### config.mk
export PLATFORM = sky130hd
export DESIGN_NAME = fft_stage_sequencer_flat
export DESIGN_NICKNAME = d
export VERILOG_FILES = /design/src/rtl/fft_stage_sequencer_if.sv /design/src/rtl/fft_stage_sequencer.sv /design/src/flat_wrapper.sv
export SDC_FILE = /design/constraint.sdc
export NUM_CORES = 1
export LEC_CHECK = 0
export BUFFER_PORTS_ARGS = -buffer_cell sky130_fd_sc_hd__buf_2
export CELL_PAD_IN_SITES_DETAIL_PLACEMENT = 1
export CELL_PAD_IN_SITES_GLOBAL_PLACEMENT = 1
export CORE_MARGIN = 5
export CORE_UTILIZATION = 40
export CTS_CLUSTER_DIAMETER = 120
export DETAILED_ROUTE_END_ITERATION = 6
export GPL_TIMING_DRIVEN = 0
export PLACE_DENSITY_LB_ADDON = 0.1
export SYNTH_ARGS = -nofsm -noshare
export SYNTH_HDL_FRONTEND = slang
export SYNTH_SLANG_ARGS = --single-unit
### constraint.sdc
create_clock -name clk -period 9.1 [get_ports clk]
set_clock_uncertainty 0.2 [all_clocks]
set_input_delay 0.455 -clock clk [delete_from_list [all_inputs] [get_ports clk]]
set_output_delay 0.455 -clock clk [all_outputs]
set_load 0.02 [all_outputs]
### src/rtl/fft_stage_sequencer_if.sv
// Control and address bundle between the FFT stage sequencer and the
// data RAM / twiddle ROM / butterfly datapath it drives.
interface fft_stage_sequencer_if #(
   parameter int N = 1024
);
   localparam int LOGN  = $clog2(N);
   localparam int TW_W  = LOGN - 1;
   localparam int STG_W = $clog2(LOGN);

   logic             start_i;
   logic             busy_o;
   logic             done_o;
   logic [LOGN-1:0]  rd_addr_x0_o;
   logic [LOGN-1:0]  rd_addr_x1_o;
   logic             rd_en_o;
   logic [TW_W-1:0]  twiddle_addr_o;
   logic             bf_ce_o;
   logic [LOGN-1:0]  wr_addr_x0_o;
   logic [LOGN-1:0]  wr_addr_x1_o;
   logic             wr_en_o;
   logic [STG_W-1:0] stage_o;
   logic [1:0]       state_o;

   modport master (
      input  start_i,
      output busy_o, done_o, rd_addr_x0_o, rd_addr_x1_o, rd_en_o,
             twiddle_addr_o, bf_ce_o, wr_addr_x0_o, wr_addr_x1_o,
             wr_en_o, stage_o, state_o
   );

   modport slave (
      output start_i,
      input  busy_o, done_o, rd_addr_x0_o, rd_addr_x1_o, rd_en_o,
             twiddle_addr_o, bf_ce_o, wr_addr_x0_o, wr_addr_x1_o,
             wr_en_o, stage_o, state_o
   );
endinterface

### src/rtl/fft_stage_sequencer.sv
// In-place radix-2 FFT stage sequencer: walks log2(N) stages of N/2
// butterflies, generates operand/twiddle addresses, and delays each address
// pair through a D-deep pipeline to produce the write-back addresses.
module fft_stage_sequencer #(
   parameter int N          = 1024,
   parameter int BF_LATENCY = 4,
   parameter int RD_LATENCY = 1
) (
   input logic clk,
   input logic rst,
   fft_stage_sequencer_if.master bus
);
   localparam int LOGN  = $clog2(N);
   localparam int TW_W  = LOGN - 1;
   localparam int STG_W = $clog2(LOGN);
   localparam int HALF  = N / 2;
   localparam int D     = RD_LATENCY + BF_LATENCY;

   localparam logic [1:0] S_IDLE  = 2'd0;
   localparam logic [1:0] S_READ  = 2'd1;
   localparam logic [1:0] S_DRAIN = 2'd2;
   localparam logic [1:0] S_DONE  = 2'd3;

   logic [1:0]       state_reg, state_next;
   logic [STG_W-1:0] stage_reg, stage_next;
   logic [TW_W-1:0]  b_reg, b_next;

   logic             rd_en;
   logic             last_b, last_stage, pipe_empty;
   logic [LOGN-1:0]  b_ext, span, pos, grp, x0, x1, tw_full;
   logic [STG_W-1:0] tw_shift;
   logic [LOGN-1:0]  rd_x0, rd_x1;
   logic [TW_W-1:0]  rd_tw;

   logic [D:1]       valid_reg;
   logic [LOGN-1:0]  px0_reg [1:D];
   logic [LOGN-1:0]  px1_reg [1:D];

   assign rd_en      = (state_reg == S_READ);
   assign last_b     = (b_reg == TW_W'(HALF - 1));
   assign last_stage = (stage_reg == STG_W'(LOGN - 1));

   // Pipeline is drained once only the final slot may still hold a write;
   // that write lands on this edge, so the next stage may read next cycle.
   always_comb begin
      pipe_empty = 1'b1;
      for (int i = 1; i < D; i++) begin
         if (valid_reg[i]) pipe_empty = 1'b0;
      end
   end

   // Stage/butterfly control: next state, stage and butterfly index.
   always_comb begin
      state_next = state_reg;
      stage_next = stage_reg;
      b_next     = b_reg;
      case (state_reg)
         S_IDLE: begin
            if (bus.start_i) begin
               state_next = S_READ;
               stage_next = '0;
               b_next     = '0;
            end
         end
         S_READ: begin
            b_next = b_reg + TW_W'(1);   // wraps to 0 after N/2-1
            if (last_b) state_next = S_DRAIN;
         end
         S_DRAIN: begin
            if (pipe_empty) begin
               if (last_stage) begin
                  state_next = S_DONE;
                  stage_next = '0;
               end else begin
                  state_next = S_READ;
                  stage_next = stage_reg + STG_W'(1);
               end
            end
         end
         default: state_next = S_IDLE;
      endcase
   end

   // FSM registers.
   always_ff @(posedge clk) begin
      if (rst) begin
         state_reg <= S_IDLE;
         stage_reg <= '0;
         b_reg     <= '0;
      end else begin
         state_reg <= state_next;
         stage_reg <= stage_next;
         b_reg     <= b_next;
      end
   end

   // Butterfly operand and twiddle addresses for the current stage.
   always_comb begin
      b_ext    = {1'b0, b_reg};
      span     = LOGN'(1) << stage_reg;
      pos      = b_ext & (span - LOGN'(1));
      grp      = b_ext >> stage_reg;
      x0       = ((grp << stage_reg) << 1) | pos;
      x1       = x0 + span;
      tw_shift = STG_W'(TW_W) - stage_reg;
      tw_full  = pos << tw_shift;
   end

   assign rd_x0 = rd_en ? x0 : '0;
   assign rd_x1 = rd_en ? x1 : '0;
   assign rd_tw = rd_en ? tw_full[TW_W-1:0] : '0;

   // First pipeline slot captures the pair issued this cycle.
   always_ff @(posedge clk) begin
      if (rst) begin
         valid_reg[1] <= 1'b0;
         px0_reg[1]   <= '0;
         px1_reg[1]   <= '0;
      end else begin
         valid_reg[1] <= rd_en;
         px0_reg[1]   <= rd_x0;
         px1_reg[1]   <= rd_x1;
      end
   end

   generate
      for (genvar gi = 2; gi <= D; gi++) begin : g_pipe
         // Shift slot gi-1 into slot gi.
         always_ff @(posedge clk) begin
            if (rst) begin
               valid_reg[gi] <= 1'b0;
               px0_reg[gi]   <= '0;
               px1_reg[gi]   <= '0;
            end else begin
               valid_reg[gi] <= valid_reg[gi-1];
               px0_reg[gi]   <= px0_reg[gi-1];
               px1_reg[gi]   <= px1_reg[gi-1];
            end
         end
      end
   endgenerate

   assign bus.busy_o         = (state_reg != S_IDLE);
   assign bus.done_o         = (state_reg == S_DONE);
   assign bus.rd_en_o        = rd_en;
   assign bus.rd_addr_x0_o   = rd_x0;
   assign bus.rd_addr_x1_o   = rd_x1;
   assign bus.twiddle_addr_o = rd_tw;
   assign bus.bf_ce_o        = rd_en | (|valid_reg);
   assign bus.wr_en_o        = valid_reg[D];
   assign bus.wr_addr_x0_o   = valid_reg[D] ? px0_reg[D] : '0;
   assign bus.wr_addr_x1_o   = valid_reg[D] ? px1_reg[D] : '0;
   assign bus.stage_o        = stage_reg;
   assign bus.state_o        = state_reg;
endmodule

### src/flat_wrapper.sv
// flat-port wrapper written by rule: the top's interface ports become plain ports
module fft_stage_sequencer_flat 
#(
   parameter int N          = 1024,
   parameter int BF_LATENCY = 4,
   parameter int RD_LATENCY = 1
)
  (clk, rst, bus_start_i, bus_busy_o, bus_done_o, bus_rd_addr_x0_o, bus_rd_addr_x1_o, bus_rd_en_o, bus_twiddle_addr_o, bus_bf_ce_o, bus_wr_addr_x0_o, bus_wr_addr_x1_o, bus_wr_en_o, bus_stage_o, bus_state_o);
  fft_stage_sequencer_if #(.N(N)) bus_i ();
  input logic clk;
  input logic rst;
  input wire logic [$bits(bus_i.start_i)-1:0] bus_start_i;
  output wire logic [$bits(bus_i.busy_o)-1:0] bus_busy_o;
  output wire logic [$bits(bus_i.done_o)-1:0] bus_done_o;
  output wire logic [$bits(bus_i.rd_addr_x0_o)-1:0] bus_rd_addr_x0_o;
  output wire logic [$bits(bus_i.rd_addr_x1_o)-1:0] bus_rd_addr_x1_o;
  output wire logic [$bits(bus_i.rd_en_o)-1:0] bus_rd_en_o;
  output wire logic [$bits(bus_i.twiddle_addr_o)-1:0] bus_twiddle_addr_o;
  output wire logic [$bits(bus_i.bf_ce_o)-1:0] bus_bf_ce_o;
  output wire logic [$bits(bus_i.wr_addr_x0_o)-1:0] bus_wr_addr_x0_o;
  output wire logic [$bits(bus_i.wr_addr_x1_o)-1:0] bus_wr_addr_x1_o;
  output wire logic [$bits(bus_i.wr_en_o)-1:0] bus_wr_en_o;
  output wire logic [$bits(bus_i.stage_o)-1:0] bus_stage_o;
  output wire logic [$bits(bus_i.state_o)-1:0] bus_state_o;
  assign bus_i.start_i = bus_start_i;
  assign bus_busy_o = bus_i.busy_o;
  assign bus_done_o = bus_i.done_o;
  assign bus_rd_addr_x0_o = bus_i.rd_addr_x0_o;
  assign bus_rd_addr_x1_o = bus_i.rd_addr_x1_o;
  assign bus_rd_en_o = bus_i.rd_en_o;
  assign bus_twiddle_addr_o = bus_i.twiddle_addr_o;
  assign bus_bf_ce_o = bus_i.bf_ce_o;
  assign bus_wr_addr_x0_o = bus_i.wr_addr_x0_o;
  assign bus_wr_addr_x1_o = bus_i.wr_addr_x1_o;
  assign bus_wr_en_o = bus_i.wr_en_o;
  assign bus_stage_o = bus_i.stage_o;
  assign bus_state_o = bus_i.state_o;
  fft_stage_sequencer #(.N(N), .BF_LATENCY(BF_LATENCY), .RD_LATENCY(RD_LATENCY)) u_core (.clk(clk), .rst(rst), .bus(bus_i));
endmodule
# After elaboration in Yosys (flattened, before gate mapping)
# Memories as Yosys holds them, arrays and structs flattened.
# Index checks and enable logic that the tools add are counted.
# Widths: inputs -> output; s select.
# op_classes
addsub	5
eq_ne	8
shifts	4
n_mux	33
bitwise_logic	13
reduce_logical	8
# op_table
operator	n
$mux 10	14
$shl 10x4->9	2
$mux 9	2
$pmux 9 s2	1
$mux 4	3
$or 1x1->1	11
$add 10x10->10	1
$and 9x10->10	1
$or 10x10->10	1
$shl 1x4->10 const A	1
$shr 9x4->10	1
$sub 10x1->10 const B	1
$add 9x1->9 const B	1
$eq 9x9->1 const B	1
$mux 2	4
$pmux 4 s2	1
$mux 1	7
$pmux 2 s3	1
$reduce_and 3->1	2
$reduce_bool 2->1	3
$reduce_or 5->1	1
$add 4x1->4 const B	1
$eq 2x2->1 const B	2
$eq 4x4->1 const B	1
other kinds (6)	7
# totals
regBits	20
ram_bits	100
in_bits	3
out_inout_bits	60
wordCells	81
n_memories	2
# memory_table
name	words	width	rd	rd_clocked_by_memory_dff	write_ports	line	source
u_core.px0_reg	5	10	5	0	5	fft_stage_sequencer.sv:36	logic [LOGN-1:0] px0_reg [1:D];
u_core.px1_reg	5	10	5	0	5	fft_stage_sequencer.sv:37	logic [LOGN-1:0] px1_reg [1:D];

# Depth between registers and ports, before layout
# Gate-level depths: netlist (run 1).
# depth
depth_word	7
depth_mapped	18
mapped_depth_nobuf	15

# Least setup slack after synthesis (run 1)
# No wires, ideal clock.
# synth_path
path_kind	reg-to-output
from	register u_core.stage_reg[0] (netlist: u_core.bus.stage_o[0])
to	output bus_rd_addr_x1_o[8]
arrival_time_ps	3968
required_time_ps	8445
path_slack_ps	4477
path_stages_with_launch	17
path_buffers	3
cell_sequence	dfxtp_1 buf_2 inv_1 clkbuf_1 ha_1 or3b_2 clkbuf_1 ha_1 nand2b_1 a21boi_0 inv_1 fa_1 a21o_1 a21oi_1 o211a_1 o21ai_0 a21oi_1
# synth_between
elab_chain_cells	6
word_cells_on_any_way	8
classes_between	2 x add/sub; 3 x shift; 1 x mux; 2 x bitwise
# synth_lines
item	line	source
start: declaration	fft_stage_sequencer.sv:25	logic [STG_W-1:0] stage_reg, stage_next;
start signal: assignment	fft_stage_sequencer.sv:92	stage_reg <= stage_next;
$shl 1x4->10	fft_stage_sequencer.sv:100	span = LOGN'(1) << stage_reg;
$sub 10x1->10	fft_stage_sequencer.sv:101	pos = b_ext & (span - LOGN'(1));
$and 9x10->10	fft_stage_sequencer.sv:101	
$or 10x10->10	fft_stage_sequencer.sv:103	x0 = ((grp << stage_reg) << 1) | pos;
$add 10x10->10 *	fft_stage_sequencer.sv:104	x1 = x0 + span;
$mux 10 *	fft_stage_sequencer.sv:110	assign rd_x1 = rd_en ? x1 : '0;
end: declaration	flat_wrapper.sv:16	output wire logic [$bits(bus_i.rd_addr_x1_o)-1:0] bus_rd_addr_x1_o;
# Mark *: on every way between the ends. The rest lies on a longest branch, timed or not.

# Worst setup path in the final report (run 1)
# layout_path
from	register u_core.stage_reg[0] (netlist: u_core.bus.stage_o[0])
to	output bus_rd_addr_x1_o[9]
# The elaborated chain is that of the path after synthesis.

==> flow_metrics.tcl, run 1 <==
set metrics [dict create \
    synth_flop_cell "dfxtp_1" \
    setup_viol 0 \
    final.setup.tns_ps 0 \
    diodes 0 \
    syn_area_per_cell_um2 8.98 \
    syn_to_final_growth_pct 22.7 \
    period_share 0.684 \
    outcome "completed" \
    drt_iter0_markers 198 \
    leakagePower_uw 0.00271 \
    core_area_um2 12600 \
    cts-buffers-inserted 17 \
    die-area_um2 15200 \
    dp_hpwl_um 10700 \
    path_max_fanout 11 \
    synth-seq-area-share 0.470 \
    hp-class "reg2reg" \
    wirelength_um 14600 \
    async_flop_share 0 \
    antenna_found_initial 0 \
    combPwrFrac 0.039 \
    avgViaCountPerCell 5.01 \
    drc_errors 0 \
    relSlewSlack 0.432 \
    postSynthCellCount 570 \
    ios 63 \
    root_buffer "clkbuf_16" \
    syn-cell-area_um2 5120 \
    fillCellCount 1469 \
    clockPowerShare 0.552 \
    grt-ovfl-total 0 \
    vias 4188 \
    switching_power_uw 290 \
    synth-seq-cells 120 \
    tightest_slew_ps 845 \
    max_freq_mhz 161 \
    fp-row-count 41 \
    peakVddDrop_mv 0.0857 \
    reg2reg_setup_slack_ps 3770 \
    crit_path_end_kind "output port" \
    hold_slack_ps 232 \
    io_buffers 62 \
    final_nets 674 \
    ys_types 64 \
    p_sw_frac 0.224 \
    post_cts_resized 0 \
    cts_tree "yes" \
    die_h_um 123 \
    routedWlPerCell_um 17.5 \
    mostFrequentLayoutCells "dfxtp_1, nor2b_1, buf_2, nor2_1, clkbuf_1" \
    clock_latency_ps 400 \
    fin_crit_ps 6230 \
    critical_path_class "reg2out" \
    final_common_cell "dfxtp_1" \
    arrival_ps 5570 \
    post_cts_buffers 0 \
    ys_warn_count 0 \
    start_kind "register" \
    clk_path_buf_depth 2 \
    clock-sinks 120 \
    hold_viol 0 \
    die_w_um 123 \
    multi_input_area_um2 2470 \
    htree_levels 4 \
    intPower_uw 1010 \
    ant_nets 0 \
    drv_cap 0 \
    power.density_nw_per_um2 207 \
    ctsHoldBuffers 0 \
    grt_max_degree 17 \
    synth_edf_count 0 \
    place.gp.congestion 0.866 \
    grt_pass1_vias 4593 \
    maxSlewViolCount 0 \
    grt_pass1_wl_um 23800 \
    rsz0062_at_grt "no" \
    start_util 0.407 \
    clk_pin_slew_worst_paths_ps 60 \
    cp.required_ps 8450 \
    drive_gt1_frac 0.179 \
    register_area_um2 2400 \
    first_pass_iters 4 \
    groute.usage.overall 0.205 \
    pwr-share-seq 0.410 \
    synth_fp_nets 593 \
]
## cell families (layout without fill, tap and decap cells)
kind of cell	count (synthesis)	count (layout)	synth area share
xor+xnor	10	10	0.0171
compound gates	82	82	0.112
mux	8	8	0.0213
other cells	1	1	0.000733
simple gates	267	267	0.281
fa+ha+maj	20	20	0.0504
buf+inv	62	156	0.0477
flops	120	120	0.470
## per-layer routing
layer  global-route usage  up-vias  part of all wire
li1                     -     2054                 -
met5                    0        -                 0
met1                0.247     2029              0.43
met2                0.369       81              0.52
met3               0.0371       24             0.030
met4               0.0651        0             0.024
## Yosys cell counts, drive strengths merged (3+ instances only)
cell,instances,area [µm²]
a21oi,18,90.1
nor2,68,255
xor2,5,43.8
or2,5,31.3
clkbuf,29,109
inv,25,93.8
nand2b,5,31.3
mux2,3,33.8
nand4,3,18.8
a22oi,3,22.5
o211ai,4,30.0
buf,8,41.3
and2,28,176
ha,19,238
o21ai,12,60.1
nor2b,90,563
nand3,12,60.1
a21boi,3,22.5
nand2,23,86.3
nor3b,3,33.8
nor3,13,65.1
dfxtp,120,2400
mux2i,3,30.0
a211oi,6,45.0
o21bai,3,22.5
and3,5,31.3
nor4,3,18.8
xnor2,5,43.8
a31oi,8,50.1
## power groups by stage
stage | registers (µW) | logic, µW | clock network [µW]
floorplan | 543 | 31.9 | 0
global placement | 543 | 49.1 | 0
detailed placement | 543 | 50.3 | 0
CTS | 531 | 50.6 | 729
global route | 532 | 55.2 | 756
finish | 532 | 50.1 | 716
## final timing paths
check	startpoint	end	cells past startpoint
worst max register to register	u_core.bus.stage_o[0]	u_core.px1_reg[0][19]	18
worst max-delay path	u_core.bus.stage_o[0]	bus_rd_addr_x1_o[9]	19
worst min register to register	u_core.px0_reg[0][11]	u_core.px0_reg[0][21]	1
worst min-delay path	u_core.px0_reg[0][11]	u_core.px0_reg[0][21]	1
## layout make-up
| class | instances | share of cell area |
|---|---|---|
| Buffer | 37 | 0.0239 |
| Clock buffer | 17 | 0.0677 |
| Clock inverter | 15 | 0.0339 |
| Inverter | 25 | 0.0149 |
| Multi-Input combinational cell | 388 | 0.393 |
| Sequential cell | 120 | 0.383 |
| Tap cell | 172 | 0.0343 |
| Timing Repair Buffer | 62 | 0.0494 |
## worst max-delay path, stage by stage (launching register included)
cell and delay [ps]:
dfxtp_1 390, buf_2 220, inv_1 90, clkbuf_1 440, ha_1 250, or3b_2 440
clkbuf_1 200, ha_1 330, nand3_1 130, a221o_1 200, and2_1 170, a21boi_0 690
inv_1 110, ha_1 320, or2_2 300, o31a_1 130, a41oi_1 300, xor2_1 230
nor2_1 50, buf_2 180
## stage by stage
step / setup slack (ps) / util / total power [µW] / instances / area, µm²
after floorplan: 4480 / - / 575 / 570 / 5120
after global placement: 3250 / 0.449 / 592 / 804 / 5640
after detailed placement: 3300 / 0.449 / 593 / 804 / 5640
after CTS: 2840 / 0.500 / 1310 / 836 / 6280
after global routing: 2560 / 0.500 / 1340 / 836 / 6280
final: 2870 / 0.500 / 1300 / 836 / 6280
Note: power is estimated with default switching activity, not from simulation.
==> inputs of run 2 (changes only) <==
==> constraint.sdc (replaced) <==
create_clock -name clk -period 6.16 [get_ports clk]
set_clock_uncertainty 0.2 [all_clocks]
set_input_delay 0.308 -clock clk [delete_from_list [all_inputs] [get_ports clk]]
set_output_delay 0.308 -clock clk [all_outputs]
set_load 0.02 [all_outputs]
==> run 2 against run 1 <==
Effect of this change:
- routed wire length down 0.31%
- final area unchanged
- sequential cell count unchanged
- setup slack worse by 2500 ps
- via count about the same
- total power up 48%
- critical path type unchanged
- largest power group unchanged
==> flow_metrics.tcl, run 2 (synthesis results as in run 1) <==
set metrics [dict create \
    power.density_nw_per_um2 305 \
    hold_slack_ps 129 \
    routedWlPerCell_um 17.5 \
    path_max_fanout 11 \
    clock_latency_ps 390 \
    dp_cells 804 \
    maxSlewViolCount 0 \
    avgViaCountPerCell 5.01 \
    endpoint "bus_rd_addr_x1_o[9]" \
    final_common_cell "dfxtp_1" \
    cts-buffers-inserted 17 \
    multi_input_area_um2 2470 \
    grt_pass1_vias 4593 \
    tightest_slew_ps 839 \
    relSlewSlack 0.437 \
    first_pass_iters 4 \
    die-area_um2 15200 \
    clock-sinks 120 \
    hp-class "in2reg" \
    antenna_found_initial 0 \
    drc_errors 0 \
    final.setup.tns_ps 0 \
    die_w_um 123 \
    register_area_um2 2400 \
    ios 63 \
    period_share 0.948 \
    groute.usage.overall 0.205 \
    drt_iter0_markers 195 \
    die_h_um 123 \
    grt_pass1_wl_um 23800 \
    final_util 0.500 \
    htree_levels 4 \
    grt-ovfl-total 0 \
    grt_max_degree 17 \
    root_buffer "clkbuf_16" \
    core_area_um2 12600 \
    switching_power_uw 428 \
    mostFrequentLayoutCells "dfxtp_1, nor2b_1, buf_2, nor2_1, clkbuf_1" \
    final_nets 674 \
    place.gp.congestion 0.866 \
    diodes 0 \
    r2r_start "u_core.bus.stage_o[0]" \
    leakagePower_uw 0.00271 \
    cp.required_ps 5650 \
    drv_cap 0 \
    arrival_ps 5330 \
    syn_to_final_growth_pct 22.7 \
    pwr-share-seq 0.410 \
    outcome "completed" \
    clk_pin_slew_worst_paths_ps 60 \
    vias 4187 \
    fp-row-count 41 \
    ant_nets 0 \
    intPower_uw 1490 \
    peakVddDrop_mv 0.127 \
    io_buffers 62 \
    drive_gt1_frac 0.179 \
    r2r-end "u_core.px1_reg[0][19]" \
    fin_crit_ps 5840 \
    max_freq_mhz 171 \
    setup.worst_path.start "u_core.bus.stage_o[0]" \
    critical_path_class "reg2out" \
    wirelength_um 14600 \
    p_sw_frac 0.223 \
    rsz0062_at_grt "no" \
    fillCellCount 1469 \
    reg2reg_setup_slack_ps 1070 \
    start_kind "register" \
    crit_path_end_kind "output port" \
    setup_viol 0 \
    post_cts_buffers 0 \
    ff2ff_path_depth 18 \
    clockPowerShare 0.552 \
    clk_path_buf_depth 2 \
    combPwrFrac 0.039 \
    cts_tree "yes" \
    start_util 0.407 \
    final_cells 836 \
    dp_hpwl_um 10700 \
    hold_viol 0 \
]
run 2: cell count changes in the layout (fill, tap and decap cells not counted):
cell	previous run	this run
buf_1	1	2
clkbuf_1	29	28
a21boi_1	0	2
a21boi_0	3	1
run 2: worst min-delay path by stage:
stage                                     start               endpoint  slack (ps)  cells past startpoint
after floorplan           u_core.px0_reg[0][10]  u_core.px0_reg[0][20]         210                      1
after global placement    u_core.px0_reg[0][39]  u_core.px0_reg[0][49]         220                      1
after detailed placement  u_core.px0_reg[0][32]  u_core.px0_reg[0][42]         220                      1
after CTS                           bus_start_i  u_core.bus.stage_o[0]         110                      4
after global routing                bus_start_i  u_core.bus.stage_o[0]         130                      4
final                               bus_start_i  u_core.bus.stage_o[0]         130                      4
run 2: worst max-delay path: stages (launching register included):
cell and delay [ps]:
dfxtp_1 380, buf_2 210, inv_1 90, buf_1 430, ha_1 250, or3b_2 440
clkbuf_1 200, ha_1 320, nand3_1 130, a221o_1 200, and2_1 170, a21boi_1 490
inv_1 100, ha_1 310, or2_2 300, o31a_1 130, a41oi_1 300, xor2_1 230
nor2_1 50, buf_2 180
run 2: layer usage:
layer	track usage	vias up	wire length [µm]
met5	0	-	0
met4	0.0651	0	305
met3	0.0371	19	479
met2	0.369	90	7630
met1	0.247	2025	6180
li1	-	2053	-
run 2: area by class of cell:
| cell class | instances | share of cell area |
|---|---|---|
| multi-input combinational | 388 | 0.393 |
| sequential | 120 | 0.383 |
| clock buffer | 17 | 0.0677 |
| timing repair buffer | 62 | 0.0494 |
| tap | 172 | 0.0343 |
| clock inverter | 15 | 0.0339 |
| buffer | 37 | 0.0239 |
| inverter | 25 | 0.0149 |
run 2: power by group through the flow:
stage / sequential [µW] / combinational, µW / clock (µW)
2_1_floorplan: 802 / 47.1 / 0
3_3_place_gp: 802 / 72.5 / 0
3_5_place_dp: 802 / 74.2 / 0
4_1_cts: 785 / 74.7 / 1080
5_1_grt: 786 / 81.6 / 1120
6_report: 785 / 74.1 / 1060
run 2: timing repair:
item,4_1_cts,5_1_grt
gates resized for setup,0,3
endpoints found under the setup margin,0,4
endpoints found under the hold margin,0,0
hold buffers,0,0
run 2: through the flow:
stage	power (µW)	setup slack [ps]	area, µm²
2_1_floorplan	849	1680	5120
3_3_place_gp	874	454	5640
3_5_place_dp	876	507	5640
4_1_cts	1940	44.4	6280
5_1_grt	1980	0.425	6280
6_report	1920	323	6280
==> inputs of run 3 (changes only) <==
--- a/config.mk
+++ b/config.mk
@@ -5,13 +5,13 @@
 export SDC_FILE = /design/constraint.sdc
 export NUM_CORES = 1
 export LEC_CHECK = 0
-export BUFFER_PORTS_ARGS = -buffer_cell sky130_fd_sc_hd__buf_2
 export CELL_PAD_IN_SITES_DETAIL_PLACEMENT = 1
 export CELL_PAD_IN_SITES_GLOBAL_PLACEMENT = 1
 export CORE_MARGIN = 5
 export CORE_UTILIZATION = 40
 export CTS_CLUSTER_DIAMETER = 120
 export DETAILED_ROUTE_END_ITERATION = 6
+export DONT_BUFFER_PORTS = 1
 export GPL_TIMING_DRIVEN = 0
 export PLACE_DENSITY_LB_ADDON = 0.1
 export SYNTH_ARGS = -nofsm -noshare
==> run 3 against run 2 <==
Effect of this change:
- critical path depth shrank 1
- clock power barely moved
- first-iteration DRC count down 32%
==> flow_metrics.tcl, run 3 (synthesis results as in run 1) <==
set metrics [dict create \
    tightest_slew_ps 789 \
    io_buffers 0 \
    drv_cap 0 \
    cts-buffers-inserted 17 \
    maxSlewViolCount 0 \
    hold_end "u_core.b_reg[4]" \
    fillCellCount 1458 \
    cp.required_ps 5650 \
    path_max_fanout 11 \
    place.gp.congestion 0.910 \
    crit_slowest_cell "a21boi_1" \
    clock_latency_ps 410 \
    ff2ff_path_depth 16 \
    critical_path_class "reg2out" \
    min-delay-start "bus_start_i" \
    cts_tree "yes" \
    arrival_ps 5290 \
    hp-class "in2reg" \
    start_util 0.407 \
    final_util 0.476 \
    clk_path_buf_depth 2 \
    avgViaCountPerCell 5.16 \
    syn_to_final_growth_pct 16.8 \
    wirelength_um 13900 \
    fin_crit_ps 5800 \
    register_area_um2 2400 \
    crit_chain "buf_2 > inv_1 > clkbuf_1 > ha_1 > or3b_2 > clkbuf_1 > ha_1 > nand3_1 > a221o_1 > and2_1 > a21boi_1 > inv_1 > ha_1 > or2_2 > o31a_1 > a41oi_1 > xor2_1 > nor2_1" \
    clock-sinks 120 \
    root_buffer "clkbuf_16" \
    clk_pin_slew_worst_paths_ps 60 \
    rsz0062_at_grt "no" \
    reg2reg_setup_slack_ps 1090 \
    period_share 0.942 \
    drt_iter0_markers 133 \
    setup_viol 0 \
    core_area_um2 12600 \
    cp_num_buf_inv 5 \
    ant_nets 0 \
    crit_path_end_kind "output port" \
    r2r-end "u_core.px1_reg[0][14]" \
    groute.usage.overall 0.192 \
    grt_max_degree 17 \
    routedWlPerCell_um 17.9 \
    power.density_nw_per_um2 319 \
    antenna_found_initial 0 \
    mostFrequentLayoutCells "dfxtp_1, nor2b_1, nor2_1" \
    fp-row-count 41 \
    final_nets 613 \
    peakVddDrop_mv 0.200 \
    grt_pass1_wl_um 21700 \
    first_pass_iters 4 \
    cp_slowest_stage_delay_ps 460 \
    die_w_um 123 \
    die_h_um 123 \
    start_kind "register" \
    dp_hpwl_um 10300 \
    ios 63 \
    die-area_um2 15200 \
    grt_pass1_vias 4000 \
    relSlewSlack 0.471 \
    final.setup.tns_ps 0 \
    critPathTopFamily "simple AND/OR/NAND/NOR gates" \
    htree_levels 4 \
    drive_gt1_frac 0.0945 \
    diodes 0 \
    drc_errors 0 \
    vias 3999 \
    outcome "completed" \
    hold_viol 0 \
    r2r_start "u_core.bus.stage_o[0]" \
    multi_input_area_um2 2470 \
    whs_path_depth 3 \
    grt-ovfl-total 0 \
    leakagePower_uw 0.00237 \
    cpMostUsedCell "ha_1" \
    max_freq_mhz 172 \
    final_common_cell "dfxtp_1" \
]
-- run 3: changes by cell type in the layout (fill, tap and decap cells not counted) --
cell and delta:
buf_1 -1, buf_2 -62, clkbuf_1 +1, dlygate4sd3_1 +1
inv_6 +1, inv_8 -1
-- run 3: area by class of cell --
class / count / share of cell area
multi-input cells: 388 / 0.413
well taps: 172 / 0.0360
repair buffers: 1 / 0.00167
clock buffers: 17 / 0.0712
clock inverters: 15 / 0.0352
inverters: 25 / 0.0157
flip-flops and latches: 120 / 0.402
plain buffers: 37 / 0.0251
-- run 3: tightest hold or removal path, cell delays in order --
cell and delay, ps:
nand2_1 120, nand3_1 130, a21oi_1 60
-- run 3: worst max-delay path by stage --
stage	from	to	slack (ps)	cells after the start
after floorplan	u_core.bus.stage_o[0]	bus_rd_addr_x1_o[8]	1680	16
after global placement	u_core.bus.stage_o[0]	bus_rd_addr_x1_o[8]	550	16
after detailed placement	u_core.bus.stage_o[0]	bus_rd_addr_x1_o[8]	520	16
after CTS	u_core.bus.stage_o[0]	bus_rd_addr_x1_o[8]	60	16
after global routing	u_core.bus.stage_o[0]	bus_rd_addr_x1_o[9]	20	18
final	u_core.bus.stage_o[0]	bus_rd_addr_x1_o[9]	360	18
-- run 3: per-layer routing --
layer  share of wire  global-route usage  vias up
met1            0.42               0.224     1944
met4           0.023              0.0754        0
met5               0                   0        -
met2            0.51               0.342      105
li1                -                   -     1930
met3           0.041              0.0421       20
-- run 3: what timing repair did --
item | in CTS | in global routing
hold endpoints to repair | 1 | 0
setup buffers | 0 | 0
resized for setup | 0 | 2
setup endpoints to repair | 0 | 3
hold buffers | 1 | 0
-- run 3: metrics by stage --
| stage | hold WS [ps] | power (µW) | cell area, µm² | worst slack [ps] | cells |
|---|---|---|---|---|---|
| 2_1_floorplan | 214 | 849 | 5120 | 1680 | 570 |
| 3_3_place_gp | 216 | 870 | 5330 | 547 | 742 |
| 3_5_place_dp | 224 | 871 | 5330 | 521 | 742 |
| 4_1_cts | 44.5 | 1920 | 5980 | 64.2 | 775 |
| 5_1_grt | 55.7 | 1970 | 5980 | 24.2 | 775 |
| 6_report | 55.6 | 1910 | 5980 | 360 | 775 |
-- run 3: where the power goes --
group	leakage (µW)	internal (µW)	switching [µW]
combinational	0.00110	17.1	50.8
clock	0.000306	685	367
sequential	0.000968	781	5.23
total	0.00237	1480	423
